===== src/rtl/key_event_ctrl.sv =====
// Debounced key channels with press/release/long events and optional repeat.
// Define KEY_AUTOREPEAT_EN to build the auto-repeat logic in the LONG state.
module key_event_ctrl #(
  parameter int NUM_KEYS        = 4,
  parameter bit ACTIVE_LOW      = 1'b1,
  parameter int DEBOUNCE_CYCLES = 1_000_000,
  parameter int LONG_CYCLES     = 50_000_000,
  parameter int REPEAT_CYCLES   = 10_000_000,
  parameter int CNT_W           = 32
) (
  input  logic                clk,
  input  logic                reset,
  input  logic [NUM_KEYS-1:0] key_in,
  input  logic [NUM_KEYS-1:0] key_en,
  output logic [NUM_KEYS-1:0] key_level,
  output logic [NUM_KEYS-1:0] press_pulse,
  output logic [NUM_KEYS-1:0] release_pulse,
  output logic [NUM_KEYS-1:0] long_pulse,
  output logic [NUM_KEYS-1:0] repeat_pulse,
  output logic                any_press
);

  typedef enum logic [2:0] {
    IDLE, DB_PRESS, HELD, LONG, DB_REL
  } state_t;

  localparam logic [CNT_W-1:0] DB_END =
    CNT_W'(DEBOUNCE_CYCLES - 1);
  localparam logic [CNT_W-1:0] LONG_END =
    CNT_W'(LONG_CYCLES - 1);

  localparam logic [NUM_KEYS-1:0] REL_LVL =
    {NUM_KEYS{ACTIVE_LOW}};

  logic [NUM_KEYS-1:0] s1;
  logic [NUM_KEYS-1:0] s2;
  logic [NUM_KEYS-1:0] p;

  // Sync flops idle at the released pin level so reset exit is quiet.
  always_ff @(posedge clk or negedge reset) begin
    if (!reset) begin
      s1 <= REL_LVL;
      s2 <= REL_LVL;
    end else begin
      s1 <= key_in;
      s2 <= s1;
    end
  end

  assign p = s2 ^ REL_LVL;
  assign any_press = |press_pulse;

  for (genvar k = 0; k < NUM_KEYS; k++) begin : g_ch
    state_t           st;
    logic [CNT_W-1:0] cnt;
    logic             was_long;
    logic             lvl;
    logic             prs;
    logic             rel;
    logic             lng;

    assign key_level[k]     = lvl;
    assign press_pulse[k]   = prs;
    assign release_pulse[k] = rel;
    assign long_pulse[k]    = lng;

`ifdef KEY_AUTOREPEAT_EN
    localparam logic [CNT_W-1:0] REP_END =
      CNT_W'(REPEAT_CYCLES - 1);
    logic rpt;
    assign repeat_pulse[k] = rpt;
`else
    assign repeat_pulse[k] = 1'b0;
`endif

    always_ff @(posedge clk or negedge reset) begin
      if (!reset) begin
        st       <= IDLE;
        cnt      <= '0;
        was_long <= 1'b0;
        lvl      <= 1'b0;
        prs      <= 1'b0;
        rel      <= 1'b0;
        lng      <= 1'b0;
`ifdef KEY_AUTOREPEAT_EN
        rpt      <= 1'b0;
`endif
      end else begin
        prs <= 1'b0;
        rel <= 1'b0;
        lng <= 1'b0;
`ifdef KEY_AUTOREPEAT_EN
        rpt <= 1'b0;
`endif
        if (!key_en[k]) begin
          st  <= IDLE;
          cnt <= '0;
          lvl <= 1'b0;
        end else begin
          unique case (st)
            IDLE: begin
              cnt <= '0;
              if (p[k]) st <= DB_PRESS;
            end
            DB_PRESS: begin
              if (!p[k]) begin
                st  <= IDLE;
                cnt <= '0;
              end else if (cnt == DB_END) begin
                st       <= HELD;
                cnt      <= '0;
                was_long <= 1'b0;
                prs      <= 1'b1;
                lvl      <= 1'b1;
              end else begin
                cnt <= cnt + 1'b1;
              end
            end
            HELD: begin
              if (!p[k]) begin
                st  <= DB_REL;
                cnt <= '0;
              end else if (cnt == LONG_END) begin
                st       <= LONG;
                cnt      <= '0;
                was_long <= 1'b1;
                lng      <= 1'b1;
              end else begin
                cnt <= cnt + 1'b1;
              end
            end
            LONG: begin
              if (!p[k]) begin
                st  <= DB_REL;
                cnt <= '0;
              end else begin
`ifdef KEY_AUTOREPEAT_EN
                if (cnt == REP_END) begin
                  cnt <= '0;
                  rpt <= 1'b1;
                end else begin
                  cnt <= cnt + 1'b1;
                end
`else
                cnt <= '0;
`endif
              end
            end
            DB_REL: begin
              // A bounce back to pressed resumes the hold silently.
              if (p[k]) begin
                st  <= was_long ? LONG : HELD;
                cnt <= '0;
              end else if (cnt == DB_END) begin
                st  <= IDLE;
                cnt <= '0;
                rel <= 1'b1;
                lvl <= 1'b0;
              end else begin
                cnt <= cnt + 1'b1;
              end
            end
            default: begin
              st  <= IDLE;
              cnt <= '0;
            end
          endcase
        end
      end
    end
  end

endmodule


===== config.mk =====
export PLATFORM = sky130hd
export DESIGN_NAME = key_event_ctrl
export DESIGN_NICKNAME = d
export VERILOG_FILES = /design/src/rtl/key_event_ctrl.sv
export SDC_FILE = /design/constraint.sdc
export NUM_CORES = 1
export LEC_CHECK = 0
export CORE_ASPECT_RATIO = 0.8
export CORE_UTILIZATION = 30
export CTS_CLUSTER_DIAMETER = 120
export DETAILED_ROUTE_END_ITERATION = 8
export PLACE_DENSITY_LB_ADDON = 0.1
export SLEW_MARGIN = 20
export SYNTH_ARGS = -nofsm -noshare
export SYNTH_HDL_FRONTEND = slang
export SYNTH_SLANG_ARGS = --single-unit
export TNS_END_PERCENT = 5

===== constraint.sdc =====
create_clock -name clk -period 4.56 [get_ports clk]
set_clock_uncertainty 0.2 [all_clocks]
set_input_delay 0.912 -clock clk [delete_from_list [all_inputs] [get_ports clk]]
set_output_delay 0.912 -clock clk [all_outputs]
set_load 0.02 [all_outputs]

==> results of run 1 <==
[worst paths after layout]
check | cells after the start | endpoint | slack [ns]
worst min-delay path | 0 | s2[3]$_DFF_PN1_ | 0.16
worst max register to register | 7 | g_ch[2].cnt[28]$_DFF_PN0_ | 1.57
max in group asynchronous | 2 | s1[1]$_DFF_PN1_ | 2.88
worst min register to register | 0 | s2[3]$_DFF_PN1_ | 0.16
min in group asynchronous | 1 | g_ch[2].cnt[12]$_DFF_PN0_ | 0.38
worst max-delay path | 2 | any_press | 1.50
[final cells by class]
class                           count  share of cell area
Clock buffer                       19             0.04501
Inverter                           14            0.005463
Clock inverter                     13             0.01535
Tap cell                          364             0.04735
Multi-Input combinational cell    683              0.4158
Timing Repair Buffer               33             0.03291
Sequential cell                   168              0.4381
[where the power goes]
part           switching (mW)  internal [mW]
combinational          0.0683         0.0340
sequential             0.0195           1.50
clock                   0.643          0.814
total                   0.731           2.35
[cell families (layout without fill, tap and decap cells)]
kind of cell	after synthesis	after routing	share of synthesized area
DFF	168	168	0.4929
buffers and inverters	63	79	0.04054
and+or+nand+nor	500	500	0.2961
xor gates and xnor gates	121	121	0.1240
AOI/OAI and AO/OA	54	54	0.04025
adders and majority gates	4	4	0.005854
other	1	4	0.0004386
[cells in the final DEF, fill, tap and decap left out, types with 3 or more instances in the layout]
master,instances
or4_1,5
or3b_2,3
conb_1,4
nand3b_1,4
or3_1,3
clkdlybuf4s50_1,25
nand3_1,61
ha_1,4
and4_1,13
inv_1,14
clkbuf_16,17
inv_6,3
dfrtp_1,160
clkinv_4,3
buf_4,7
o21ai_0,14
nand4_1,29
nor4b_1,6
nor3_1,35
and2_1,9
nor2_1,179
xor2_1,68
xnor2_1,53
clkinvlp_4,4
and3_1,29
a21o_1,4
nor4_1,16
nor2b_1,4
nor3b_1,10
nand2b_1,8
o21bai_1,3
a21oi_1,15
nand2_1,68
dfstp_2,8
nand4bb_1,3
[flip-flops by register name, summed over array words and instances (netlist names)]
register and count:
s2 4, g_ch.prs 4, g_ch.st 12, g_ch.cnt 128
g_ch.lvl 4, g_ch.was_long 4, g_ch.rel 4, s1 4
g_ch.lng 4
[through the flow]
step | instances | utilization | setup WS, ns | hold WS (ns) | total power, mW
after global placement | 1262 | 0.3271 | 1.582 | 0.1455 | 1.659
after floorplan | 914 | - | 2.017 | 0.1452 | 1.605
after detailed placement | 1262 | 0.3271 | 1.544 | 0.1475 | 1.656
after global routing | 1294 | 0.3481 | 1.294 | 0.1640 | 3.203
final | 1294 | 0.3481 | 1.499 | 0.1558 | 3.081
after CTS | 1294 | 0.3481 | 1.442 | 0.1574 | 3.133
[layer usage]
layer | global-route usage | share of wire | up-vias
li1 | - | - | 3121
met1 | 0.2139 | 0.56 | 3055
met2 | 0.1798 | 0.41 | 70
met3 | 0.03054 | 0.029 | 10
met4 | 0.03429 | 0.0076 | 0
met5 | 0 | 0 | -
==> summary.txt, run 1 <==
Clock tree
  – CTS H-tree depth: 4
  – Total CTS buffers: 17
  – Root Buffer: clkbuf_16
  – Reg clk slew, reported paths: 0.06 ns
  – Post-CTS Resized: 0
  – CTS tree: built
  – Setup repair bufs after CTS: 0
  – CTS Buffer Depth: 2
  – Clk sinks: approximately 170
  – Clk_lat worst skew: 0.43 ns
  – Hold Buf Count CTS: 0

STA
  – Setup TNS: 0 ns
  – Slew margin rel.: 0.3182
  – Final period util: 0.6713
  – Maximum clock frequency: 326.7 MHz
  – Minimum clock period: 3.061 ns
  – # setup viols final: 0
  – Slew @ Worst Pin: 1.023 ns
  – Hold Violations, Final: 0
  – Slew Viols, Final: 0
  – RSZ-0062 raised after global routing: no

Layout
  – Proportion of layout cells with a drive suffix above 1: 0.06344
  – Fillers: 2837
  – ANT cells: 0
  – Multi-input logic area: 4000 um^2
  – Nets: 931
  – Final Cell Area: approximately 9600 um^2
  – FF+latch area: approximately 4200 um^2
  – Syn-to-layout area delta: 12.51%

Synth
  – Synth top area cells: dfrtp_1 47%, nor2_1 7.9%, xor2_1 7.0%
  – Syn Std Cell Area: 8549 um^2
  – Post-synthesis cell type count: 60
  – Most numerous cell in the Yosys netlist: nor2_1
  – Post-synth EDFFs: 0
  – Syn Inst Count: 911
  – Ys async rst share: 1.000
  – Yosys top cell area share: 0.4683
  – Yosys top cell by area: dfrtp_1
  – Synth top cells by count: 179 x nor2_1, 160 x dfrtp_1, 68 x nand2_1, 68 x xor2_1, 61 x nand3_1
  – Sequential fraction of the synthesis area: 0.4929
  – Main synth FF type: dfrtp_1
  – Avg Cell Area, Syn: ~9.4 um^2
  – Yosys warns: 0
  – #FFs+latches synth: 168

Routing
  – Initial drt markers: 290
  – Routed wire length per instance: between 10 and 15 um
  – Via-to-Cell Ratio: 4.835
  – Iteration count of the initial detailed-routing pass: 4
  – Routed Antenna Nets: 0
  – Vias: between 6k and 7k
  – Drt drc: 0
  – Routed Wire Length: 18720 um

GRT
  – Largest net degree at the start of global routing: 100
  – First-pass GRT wire length: 31620 um
  – Initial antenna violation count: 1
  – Grt total ovfl: 0
  – Vias in the first global route: 5907
  – Global Route Usage Sum: 0.1351

Placement
  – GP Congestion: 0.7262
  – DP Area: 9039 um^2
  – Post-DP HPWL: 12990 um
  – Port buffer count: 26

Pwr
  – Pleak: 3.719 nW
  – Worst ir drop on vdd: around 0.27 mV
  – Power Density: between 300 and 400 nW/um^2

Critical path
  – CP Capture Type: output pin
  – RR Startpoint: g_ch[2].cnt[16]$_DFF_PN0_
  – Slowest CP cell: clkdlybuf4s50_1
  – Worst Path Required: 3.45 ns
  – Crit-path max FO: 2
  – CP Cell Sequence: or4_1, clkdlybuf4s50_1
  – Critical path origin: g_ch[3].prs$_DFF_PN0_
  – WP buf/inv: 1
  – Critical path class: reg2out
  – Setup crit start kind: flip-flop
  – Crit path max-delay family: buffers and inverters
  – Max incr delay on CP: 0.55 ns
  – CP arrival: roughly 2 ns

Floorplanning
  – Die H: 153.0 um
  – Die Wd: approximately 190 um
  – Io pins: 31
  – Core ar.: 27630 um^2
  – Die area: 29180 um^2
  – Starting Density: 0.3094
  – Rows: 54

Status
  – Status: finished, final reports clean

Run
  – Max_cap viols: 0

Worst hold path
  – Hold WC Path Type: reg2reg
  – HP Start: s1[3]$_DFF_PN1_
Note: power is estimated with default switching activity, not from simulation.
==> run 2: changes to the inputs <==
- clock period: 4.56 -> 3.1 ns (I/O delays scaled with it)
==> run 2 against run 1 <==
The flow now finishes with violations (hold timing). Non-clock buffer count grew 12. Register-to-register slack lost 1.2 ns. Routed wire length grew 2.4%. Combinational power grew 58%. Sequential share of layout area shrank 0.67 points. Die area is the same. Sequential power grew 47%. Critical path type unchanged. Largest cell class unchanged.
==> summary.txt, run 2 (synthesis gave the netlist of run 1 again) <==
Status
  – Status: complete, but fails checks
  – Failing checks: hold timing

STA
  – Maximum clock frequency: 364.4 MHz
  – Setup ws final: 0.3561 ns
  – Setup TNS: 0 ns
  – Slew margin rel.: 0.5756
  – Slew Viols, Final: 0
  – # setup viols final: 0
  – Hold Violations, Final: 6
  – Minimum clock period: 2.744 ns
  – RSZ-0062 raised after global routing: no
  – Hold_ws: -0.01626 ns
  – Slew @ Worst Pin: 0.6365 ns
  – Final period util: 0.8851

Critical path
  – RR Startpoint: g_ch[1].cnt[0]$_DFF_PN0_
  – Crit path max-delay family: buffers and inverters
  – Worst Path Required: 2.28 ns
  – Crit-path max FO: 2
  – CP Cell Sequence: or4_1, clkdlybuf4s50_1
  – Reg2reg end: g_ch[1].st[0]$_DFFE_PN0P_
  – Reg-to-reg slack, setup: around 0.37 ns
  – CP arrival: 1.92 ns
  – Setup crit start kind: flip-flop
  – Critical path class: reg2out
  – WP buf/inv: 1
  – Worst-case reg-to-reg path depth: 7
  – CP Capture Type: output pin
  – Slowest CP cell: clkdlybuf4s50_1
  – Max incr delay on CP: around 0.55 ns

Floorplanning
  – Core ar.: 27630 um^2
  – Io pins: 31
  – Rows: 54
  – Die H: approximately 150 um
  – Die Wd: around 190 um
  – Starting Density: 0.3094
  – Die area: 29180 um^2

Layout
  – FF+latch area: 4214 um^2
  – Final Cell Area: between 9000 and 10000 um^2
  – Max reg flops: 128
  – Syn-to-layout area delta: 14.27%
  – Fillers: 2844
  – Nets: 943
  – Most frequent cells in the layout: 179 x nor2_1, 160 x dfrtp_1, 68 x nand2_1, 68 x xor2_1, 61 x nand3_1
  – Top reg by flops: g_ch.cnt
  – Biggest regs: g_ch.cnt: 128 flops, g_ch.st: 12 flops
  – ANT cells: 0
  – Multi-input logic area: ~4000 um^2
  – Proportion of layout cells with a drive suffix above 1: 0.07749
  – Leading cell type in the layout, fill and taps excluded: nor2_1

Clock tree
  – CTS Buffer Depth: 2
  – Hold Buf Count CTS: 0
  – Reg clk slew, reported paths: approximately 0.07 ns
  – Root Buffer: clkbuf_16
  – Clk_lat worst skew: 0.43 ns
  – Clk sinks: ~170
  – CTS H-tree depth: 4
  – CTS tree: built
  – Total CTS buffers: 17
  – Post-CTS Resized: 0
  – Setup repair bufs after CTS: 0

GRT
  – Initial antenna violation count: 0
  – Largest net degree at the start of global routing: 77
  – Global Route Usage Sum: 0.1417
  – First-pass GRT wire length: 33220 um
  – Vias in the first global route: roughly 6.2k
  – Grt total ovfl: 0

Pwr
  – PnR Total Power: 4.614 mW
  – Power Density: between 400 and 500 nW/um^2
  – Worst ir drop on vdd: 0.3706 mV
  – Pleak: 3.811 nW

Routing
  – Routed Wire Length: 19170 um
  – Vias: 6215
  – Initial drt markers: ~380
  – Drt drc: 0
  – Via-to-Cell Ratio: 4.759
  – Routed Antenna Nets: 0
  – Routed wire length per instance: 14.68 um
  – Iteration count of the initial detailed-routing pass: 4

Worst hold path
  – Hold WC Path Type: in2async

Placement
  – Post-DP HPWL: 13490 um
  – Pre-CTS WS: 0.4323 ns
  – DP Area: between 9000 and 10000 um^2
  – GP Congestion: 0.7690
  – Port buffer count: 26

Run
  – Max_cap viols: 0
[run 2: cell count changes in the layout (fill, tap and decap cells not counted)]
cell        delta
inv_6          +4
clkinvlp_4     -1
clkinv_2       -1
clkbuf_1       -2
buf_12         +3
clkinv_4       -3
inv_8          +3
buf_4          +9
[run 2: worst max path at each step]
| stage | slack, ns | startpoint | cells after the start | end |
|---|---|---|---|---|
| after floorplan | 0.56 | g_ch[1].cnt[0]$_DFF_PN0_ | 7 | g_ch[1].st[0]$_DFFE_PN0P_ |
| after global routing | 0.19 | g_ch[1].cnt[0]$_DFF_PN0_ | 7 | g_ch[1].st[0]$_DFFE_PN0P_ |
| after CTS | 0.29 | g_ch[3].prs$_DFF_PN0_ | 2 | any_press |
| after detailed placement | 0.43 | g_ch[1].cnt[0]$_DFF_PN0_ | 7 | g_ch[1].st[0]$_DFFE_PN0P_ |
| after global placement | 0.44 | g_ch[1].cnt[0]$_DFF_PN0_ | 7 | g_ch[1].st[0]$_DFFE_PN0P_ |
| final | 0.36 | g_ch[3].prs$_DFF_PN0_ | 2 | any_press |
[run 2: routing by layer]
metal	wire, um	track usage	share of wire
met5	0	0	0
met4	174	0.03619	0.0091
met1	10630	0.2206	0.55
met2	7764	0.1943	0.41
met3	599	0.03031	0.031
[run 2: power by group]
group | total (mW) | switching (mW) | leakage [nW] | internal, mW
clock | 2.21 | 0.991 | 0.288 | 1.22
sequential | 2.24 | 0.0294 | 2.31 | 2.21
combinational | 0.161 | 0.104 | 1.21 | 0.0571
total | 4.61 | 1.12 | 3.81 | 3.49
[run 2: layout make-up]
cell class | instances | area share
clock inverters | 15 | 0.01819
clock buffers | 17 | 0.04355
repair buffers | 45 | 0.04547
inverters | 14 | 0.005379
flip-flops and latches | 168 | 0.4314
well taps | 364 | 0.04662
multi-input cells | 683 | 0.4095
[run 2: per-stage QoR]
step	cells	utilization	hold WS, ns
final	1306	0.3535	-0.01626
after global routing	1306	0.3535	0.02793
after CTS	1306	0.3535	0.004043
after detailed placement	1274	0.3317	0.1475
after global placement	1274	0.3317	0.1463
after floorplan	914	-	0.1244
[run 2: worst register-to-register path, delay by kind of cell (launching register included)]
| family | cells | cell delay (ns) |
|---|---|---|
| and+or+nand+nor | 5 | 1.68 |
| DFF | 1 | 0.39 |
| adders and majority gates | 1 | 0.22 |
| AOI/OAI and AO/OA | 1 | 0.16 |
==> patch, RTL diff (flow settings as in run 2) <==
Make the reset (`reset`) synchronous in 2 clocked blocks.
--- a/src/rtl/key_event_ctrl.sv
+++ b/src/rtl/key_event_ctrl.sv
@@ -39,3 +39,3 @@
   // Sync flops idle at the released pin level so reset exit is quiet.
-  always_ff @(posedge clk or negedge reset) begin
+  always_ff @(posedge clk) begin
     if (!reset) begin
@@ -75,3 +75,3 @@
 
-    always_ff @(posedge clk or negedge reset) begin
+    always_ff @(posedge clk) begin
       if (!reset) begin
Check against the original RTL: not settled (the Yosys comparison gave no result); the edit may change what the design does.
==> patch against run 2 <==
  * Setup slack gained 100 ps
  * Critical path depth unchanged
  * Utilization fell by 0.73 points
  * Sequential share of layout area shrank 6.2 points
  * Cell count rose by 3.0%
  * Sequential cell count unchanged
  * Wire length fell by 6.2%
  * Synthesized cell count increased by 6.7%
  * Area after synthesis shrank 5.7%
  * Design area fell by 6.7%
Power is not compared: it rests on default switching activity, and its combinational part moved more than twofold at a synthesized area within 25%.
==> patch: results (changes against run 2) <==
Status
The run finished with clean final reports.

Power and ir drop
The total power consumption of the routed design is 0.00428 W.

Route
The post-detailed-route via-to-cell ratio is 4.73 (-0.60%). The residual DRC count is 0 (unchanged). The routed wirelength normalized by instance count is 13.4 um (-8.9%). The initial DRC count is 369 (-1.9%).

The total routed wirelength is 18,000 um (-6.2%). The length of the first detailed-routing pass in iterations is 5 (+1).

Timing
The slew of the pin with the lowest slew margin is 706 ps (+69.9 ps). The final critical-path required period is 2640 ps (-103 ps).

Global route
The overall fraction of global-route tracks in use is 13.7% (-0.44 points). The via count of the first global-routing pass came to 5,737 (-8.0%). The global-route wire length before repair is 30,100 um (-9.3%). The maximum number of pins on one net before global-route repair was 32 (-58%). The number of antenna violations at the first check in global routing was 1 (+1).

CTS
The insertion delay to the later sink of the worst-skew pair came to 430 ps (about the same). The number of gates resized after cts was 0 (unchanged).

Synthesis
The sequential share of the synthesized area is 41.7% (-7.6 points). The most instantiated flip-flop cell in the synthesis netlist is dfxtp_1. The average footprint of a synthesized cell is 8.29 um2 (-12%).

Sorting the synthesized cells by area gives the leading types as dfxtp_1, xor2_1, nor2_1. The unique cell type count in the Yosys netlist is 55 (-8.3%). The share of synthesized registers carrying an async set or reset is 0% (-100 points). In the synthesized netlist, the cells that appear most often are nor2_1, dfxtp_1, xor2_1, nand2_1, nand3_1.

Placed design
The post-place setup slack is 499 ps (+67.1 ps). The final HPWL from detailed placement is 12,500 um (-7.4%). The routability congestion estimate is 0.773 (+0.55%). The placement-stage cell area is 8550 um2 (-6.7%).

The number of placed cells counting well taps is 1,313 (+3.1%).

Final layout
The number of nets in the final layout came to 990 (+5.0%). The number of fill cells was 2,792 (-1.8%). The fraction of layout instances using a drive strength above 1 is 5.26% (-2.5 points).

Hold path
The path category of the worst min-delay check is reg2reg.

Setup path
The setup slack on the worst flop-to-flop path came to 500 ps (+130 ps). The signal arrival time at the worst endpoint is 1820 ps (-100 ps).
## patch: cell count changes after synthesis, moves of 10 or more
| cell | before | now |
|---|---|---|
| a21oi_1 | 15 | 25 |
| nand2b_1 | 8 | 18 |
| xor2_1 | 68 | 80 |
| nor3_1 | 35 | 25 |
| dfrtp_1 | 160 | 0 |
| xnor2_1 | 53 | 42 |
| nor4_1 | 16 | 26 |
| dfxtp_1 | 0 | 168 |
| clkbuf_1 | 18 | 31 |
## patch: stage by stage
stage | util (%) | hold WS [ps]
CTS | 34.6 | 213
finish | 34.6 | 210
floorplan | - | 186
detailed placement | 32.5 | 194
global route | 34.6 | 237
global placement | 32.5 | 196
## patch: layout make-up
type | count | area share (%)
multi-input cells | 737 | 47.6
flip-flops and latches | 168 | 36.9
clock buffers | 21 | 5.16
well taps | 357 | 4.90
repair buffers | 36 | 3.82
clock inverters | 11 | 0.988
inverters | 15 | 0.618
## patch: logic make-up after synthesis
| logic type | synth area share [%] |
|---|---|
| mux | 0.621 |
| other cells | 0.0465 |
| buf+inv | 4.56 |
| fa+ha+maj | 0.776 |
| compound gates | 5.34 |
| flops | 41.7 |
| simple gates | 33.7 |
| xor+xnor | 13.3 |
## patch: path summary, 6_finish.rpt
| kind | cells after the start | start | end |
|---|---|---|---|
| max | 2 | g_ch[1].prs | any_press |
| min | 1 | s1[2] | s2[2] |
| max reg2reg | 6 | g_ch[2].cnt[12] | g_ch[2].cnt[4] |
| min reg2reg | 1 | s1[2] | s2[2] |
## patch: layer usage
metal,vias to the layer above,part of all wire (%),track usage (%)
li1,3332,-,-
met3,8,3.2,3.16
met1,2926,57,21.4
met2,96,39,18.2
met4,0,0.62,3.88
met5,-,0,0
## patch: worst max-delay path, cell delays in order, from the launching register on
cell	delay (ps)
dfxtp_1	340
or4_1	520
clkdlybuf4s50_1	550
